$ cat src/rtl/ql_cfg_scan_ctrl.sv
// Word-to-serial loader for a QuickLogic-style configuration scan chain.
// Optional even-parity check on incoming words is enabled by QL_CFG_SCAN_PARITY_EN.
`timescale 1ns/1ps
module ql_cfg_scan_ctrl #(
  parameter int unsigned CHAIN_LEN = 64,
  parameter int unsigned WORD_W    = 16
) (
  input  logic              clk,
  input  logic              R,
  input  logic              start,
  input  logic              abort,
  input  logic [WORD_W-1:0] in_data,
  input  logic              in_valid,
`ifdef QL_CFG_SCAN_PARITY_EN
  input  logic              in_par,
  output logic              par_err,
`endif
  output logic              in_ready,
  output logic              scan_out,
  output logic              scan_en,
  output logic              busy,
  output logic              done,
  output logic [15:0]       bit_cnt
);

  typedef enum logic [1:0] {StIdle, StLoad, StShift, StDone} state_e;

  state_e            state_q, state_d;
  logic [WORD_W-1:0] shreg_q, shreg_d;
  logic [15:0]       bit_cnt_q, bit_cnt_d;
  logic [5:0]        wcnt_q, wcnt_d;
  logic              last_chain, last_word;

`ifdef QL_CFG_SCAN_PARITY_EN
  logic par_err_q, par_err_d;
  assign par_err = par_err_q;
`endif

  // The bit being shifted this cycle is the final one of the chain / of the word.
  assign last_chain = (bit_cnt_q + 16'd1) == 16'(CHAIN_LEN);
  assign last_word  = wcnt_q == 6'(WORD_W - 1);

  always_ff @(posedge clk) begin
    if (R) begin
      state_q   <= StIdle;
      shreg_q   <= '0;
      bit_cnt_q <= '0;
      wcnt_q    <= '0;
`ifdef QL_CFG_SCAN_PARITY_EN
      par_err_q <= 1'b0;
`endif
    end else begin
      state_q   <= state_d;
      shreg_q   <= shreg_d;
      bit_cnt_q <= bit_cnt_d;
      wcnt_q    <= wcnt_d;
`ifdef QL_CFG_SCAN_PARITY_EN
      par_err_q <= par_err_d;
`endif
    end
  end

  always_comb begin
    state_d   = state_q;
    shreg_d   = shreg_q;
    bit_cnt_d = bit_cnt_q;
    wcnt_d    = wcnt_q;
`ifdef QL_CFG_SCAN_PARITY_EN
    par_err_d = par_err_q;
`endif
    case (state_q)
      StIdle: begin
        if (start) begin
          state_d   = StLoad;
          bit_cnt_d = '0;
`ifdef QL_CFG_SCAN_PARITY_EN
          par_err_d = 1'b0;
`endif
        end
      end
      StLoad: begin
        if (abort) begin
          state_d = StIdle;
        end else if (in_valid) begin
`ifdef QL_CFG_SCAN_PARITY_EN
          if (in_par != ^in_data) begin
            state_d   = StIdle;
            par_err_d = 1'b1;
          end else begin
            shreg_d = in_data;
            wcnt_d  = '0;
            state_d = StShift;
          end
`else
          shreg_d = in_data;
          wcnt_d  = '0;
          state_d = StShift;
`endif
        end
      end
      StShift: begin
        // The abort cycle still shifts its bit: scan_en is already high.
        shreg_d   = shreg_q >> 1;
        bit_cnt_d = bit_cnt_q + 16'd1;
        wcnt_d    = wcnt_q + 6'd1;
        if (abort)           state_d = StIdle;
        else if (last_chain) state_d = StDone;
        else if (last_word)  state_d = StLoad;
      end
      StDone:  state_d = StIdle;
      default: state_d = StIdle;
    endcase
  end

  assign in_ready = (state_q == StLoad) && !abort;
  assign scan_en  = state_q == StShift;
  assign scan_out = scan_en & shreg_q[0];
  assign busy     = state_q != StIdle;
  assign done     = state_q == StDone;
  assign bit_cnt  = bit_cnt_q;

endmodule

$ cat config.mk
export PLATFORM = sky130hd
export DESIGN_NAME = ql_cfg_scan_ctrl
export DESIGN_NICKNAME = d
export VERILOG_FILES = /design/src/rtl/ql_cfg_scan_ctrl.sv
export SDC_FILE = /design/constraint.sdc
export NUM_CORES = 1
export LEC_CHECK = 0
export ABC_AREA = 1
export CORE_MARGIN = 3
export CORE_UTILIZATION = 50
export CTS_BUF_LIST = sky130_fd_sc_hd__clkbuf_8
export CTS_CLUSTER_DIAMETER = 50
export DETAILED_ROUTE_END_ITERATION = 8
export PLACE_DENSITY = 0.78
export SETUP_SLACK_MARGIN = 0.15
export SLEW_MARGIN = 20
export SYNTH_ARGS = -nofsm -noshare
export SYNTH_HDL_FRONTEND = slang
export SYNTH_SLANG_ARGS = --single-unit
$ cat constraint.sdc
create_clock -name clk -period 2.4 [get_ports clk]
set_input_delay 0.48 -clock clk [delete_from_list [all_inputs] [get_ports clk]]
set_output_delay 0.48 -clock clk [all_outputs]
set_load 0.02 [all_outputs]
==> impl_summary.log <==
INFO  metric cap_violations = 0
INFO  metric whs = ~0.46 ns
INFO  metric cp_max_fo = 6
INFO  metric synth_enable_flop_cells = 0
INFO  metric cts_inserted_buffers = 5
INFO  metric synth_sequential_area_ratio = 0.380
INFO  metric antennaDiodeCount = 0
INFO  metric grt_pass1_vias = 1,892
INFO  metric mappedNetlistNets = 337
INFO  metric setup-violations-final = 0
INFO  metric run_status = finished clean
INFO  metric port-buffer-count = 41
INFO  metric cts.path.max_buffers = 2
INFO  metric cp_data_arrival_time = 1.63 ns
INFO  metric flow.area_growth_from_synthesis = 28.2%
INFO  metric design_area = roughly 0.0027 mm2
INFO  metric rrSetupSlack = between 0.4 and 0.5 ns
INFO  metric postRouteAntennaNets = 0
INFO  metric final_common_cell = nand2_1
INFO  metric vdd_drop_max = 0.372 mV
INFO  metric ys_top_cells_by_area = dfxtp_1 38%, nand2_1 17%, nor2_1 6.6%
INFO  metric finalWeightedCongestion = around 0.84
INFO  metric gr-total-overflow = 0
INFO  metric numClockSinks = 40
INFO  metric max-slew-margin-rel = 0.760
INFO  metric post_cts.repair.setup_buffers = 0
INFO  metric clockRootBuffer = clkbuf_8
INFO  metric fin_crit = 2.11 ns
INFO  metric critical_register_to_register_path_startpoint = bit_cnt[1]$_SDFFE_PP0P_
INFO  metric detail_route.iter0.violations = about 100
INFO  metric synthesis_stage_register_bit_count = 40
INFO  metric pin_count_of_the_biggest_net_entering_global_routing = 21
INFO  metric cts_resized = 0
INFO  metric period_share = 0.878
INFO  metric layout.cells.most_common_list = 96 x nand2_1, 40 x dfxtp_1, 39 x clkdlybuf4s50_1
INFO  metric max_slew_violations = 0
INFO  metric finClkSkew = around 0.0042 ns
INFO  metric standard_cell_area_after_detailed_placement = approximately 0.0026 mm2
INFO  metric cts-hold-fix-buffers = 0
INFO  metric global_route_wire_length_before_repair = a little over 8 mm
INFO  metric transition_time_at_the_pin_with_the_least_slew_margin = about 0.36 ns
INFO  metric multi_input_area = roughly 0.0011 mm2
INFO  metric synth.top_cell.area_share = 0.380
INFO  metric clock_tree_from_tritoncts = done
INFO  metric setup_tns = 0 ns
INFO  metric syn-instance-count = 313
INFO  metric cp_required = 1.92 ns
INFO  metric sequential_standard_cell_area = about 800 um2
INFO  metric crit_path_end_kind = primary output
INFO  metric cp-endpoint = scan_en
INFO  metric detailedPlacementHpwl = around 3.5 mm
INFO  metric synth_area_leader_cell = dfxtp_1
INFO  metric min_path_type = flip-flop to flip-flop
INFO  metric critPathLaunch = state_q[1]$_SDFFE_PP0P_
INFO  metric drive_gt1_frac = 0.0778
INFO  metric drt-wirelength-per-cell = around 12 um
INFO  metric core = 0.00385 mm2
INFO  metric post_synth.cell_area_avg = around 6.7 um2
INFO  metric setup_repair_after_global_routing_missed_its_margin = false
INFO  metric drt_pre_antenna_iters = 4
INFO  metric synthFlopType = dfxtp_1
INFO  metric height_of_the_die = between 70 and 80 um
INFO  metric criticalPathCategory = flip-flop to primary output
INFO  metric drt-vias-per-instance = approximately 5.2
INFO  metric route.vias.total = ~2,100
INFO  metric cellPowerDensity = 517 mW/mm2
INFO  metric nets_final = around 380
INFO  metric synth.cell_area = 0.00211 mm2
INFO  metric max_clock_freq = 0.474 GHz
INFO  metric grt_antenna_before_repair = 0
INFO  metric area_enclosed_by_the_die_boundary = between 0.005 and 0.006 mm2
INFO  metric timing.final.hold_violations = 0
INFO  metric htree_num_levels = 2
INFO  metric clk-insertion-delay-late = around 0.30 ns
INFO  metric pin_count = 42
INFO  metric synthesis.yosys.warnings = 0
INFO  metric fillerInstances = about 360
INFO  metric reg2reg_depth = 12
INFO  metric setup.worst_path.start_class = flip-flop
INFO  metric critical_path.reg2reg.endpoint = state_q[1]$_SDFFE_PP0P_
INFO  metric final_routed_wirelength_across_all_metal_layers = 4.72 mm
INFO  metric grt_use_total = 0.196
INFO  metric initial_utilization = 0.547
INFO  metric num_rows = 22
INFO  metric die_width = 70.9 um
INFO  metric drcViolationCount = 0
INFO  metric post_synthesis_async_set_or_reset_flop_share = 0
INFO  metric leakagePower = slightly above 1 nW
INFO  metric clkTransAtPathRegs = roughly 0.08 ns
INFO  metric synth_cell_types = 34
[state kept, by name (all words and copies together) (netlist names)]
name / count
state_q: 2
shreg_q: 16
bit_cnt: 16
wcnt_q: 6
[synthesized netlist by cell type, types with 3 or more instances]
master / count
ha_1: 3
inv_1: 33
clkbuf_1: 6
nand2_1: 96
a31oi_1: 7
a21oi_1: 23
nor2_1: 37
nand2_2: 3
dfxtp_1: 40
o221ai_1: 7
nand4_1: 5
o21ai_0: 5
nand3_1: 16
nor3_1: 3
[cells by family after synthesis]
group,share of synthesized area
and+or+nand+nor,0.351
adders and majority gates,0.0178
buffers and inverters,0.0861
xor gates and xnor gates,0.0166
DFF,0.380
AOI/OAI and AO/OA,0.149
[metrics by stage]
stage / util / setup slack [ns] / instances / power (mW)
global placement: 0.672 / 0.205 / 400 / 0.867
floorplan: - / 0.505 / 313 / 0.795
detailed placement: 0.672 / 0.176 / 400 / 0.870
CTS: 0.700 / 0.152 / 408 / 1.41
finish: 0.702 / 0.292 / 408 / 1.40
global route: 0.702 / 0.155 / 408 / 1.45
[worst min-delay path by stage]
stage	startpoint	endpoint	slack (ns)	cells past startpoint
floorplan	shreg_q[0]$_SDFFE_PP0P_	shreg_q[0]$_SDFFE_PP0P_	0.43	2
global placement	shreg_q[0]$_SDFFE_PP0P_	shreg_q[0]$_SDFFE_PP0P_	0.45	2
detailed placement	shreg_q[0]$_SDFFE_PP0P_	shreg_q[0]$_SDFFE_PP0P_	0.45	2
CTS	shreg_q[0]$_SDFFE_PP0P_	shreg_q[0]$_SDFFE_PP0P_	0.46	2
global route	shreg_q[7]$_SDFFE_PP0P_	shreg_q[7]$_SDFFE_PP0P_	0.49	2
finish	shreg_q[0]$_SDFFE_PP0P_	shreg_q[0]$_SDFFE_PP0P_	0.46	2
[power by group]
group | switching [mW] | internal, mW | leakage, nW | total, mW
Sequential | 0.0137 | 0.683 | 0.323 | 0.696
Clock | 0.241 | 0.304 | 0.0593 | 0.545
Combinational | 0.0831 | 0.0735 | 0.644 | 0.157
Total | 0.338 | 1.06 | 1.03 | 1.40
[layout make-up]
| cell class | count | share of cell area |
|---|---|---|
| Timing Repair Buffer | 49 | 0.176 |
| Multi-Input combinational cell | 228 | 0.417 |
| Sequential cell | 40 | 0.296 |
| Inverter | 35 | 0.0486 |
| Tap cell | 48 | 0.0222 |
| Clock inverter | 3 | 0.0143 |
| Clock buffer | 5 | 0.0255 |
[critical path, cell delays in order (launching register included)]
cell and delay (ns):
dfxtp_1 0.42, inv_1 0.08, nor2_2 0.19, clkdlybuf4s50_1 0.64
[per-layer routing]
layer,global-route usage,up-vias,part of all wire
li1,-,1107,-
met4,0.0626,0,0.013
met5,0,-,0
met2,0.298,64,0.42
met1,0.280,949,0.50
met3,0.0384,6,0.060
Note: power is estimated with default switching activity, not from simulation.
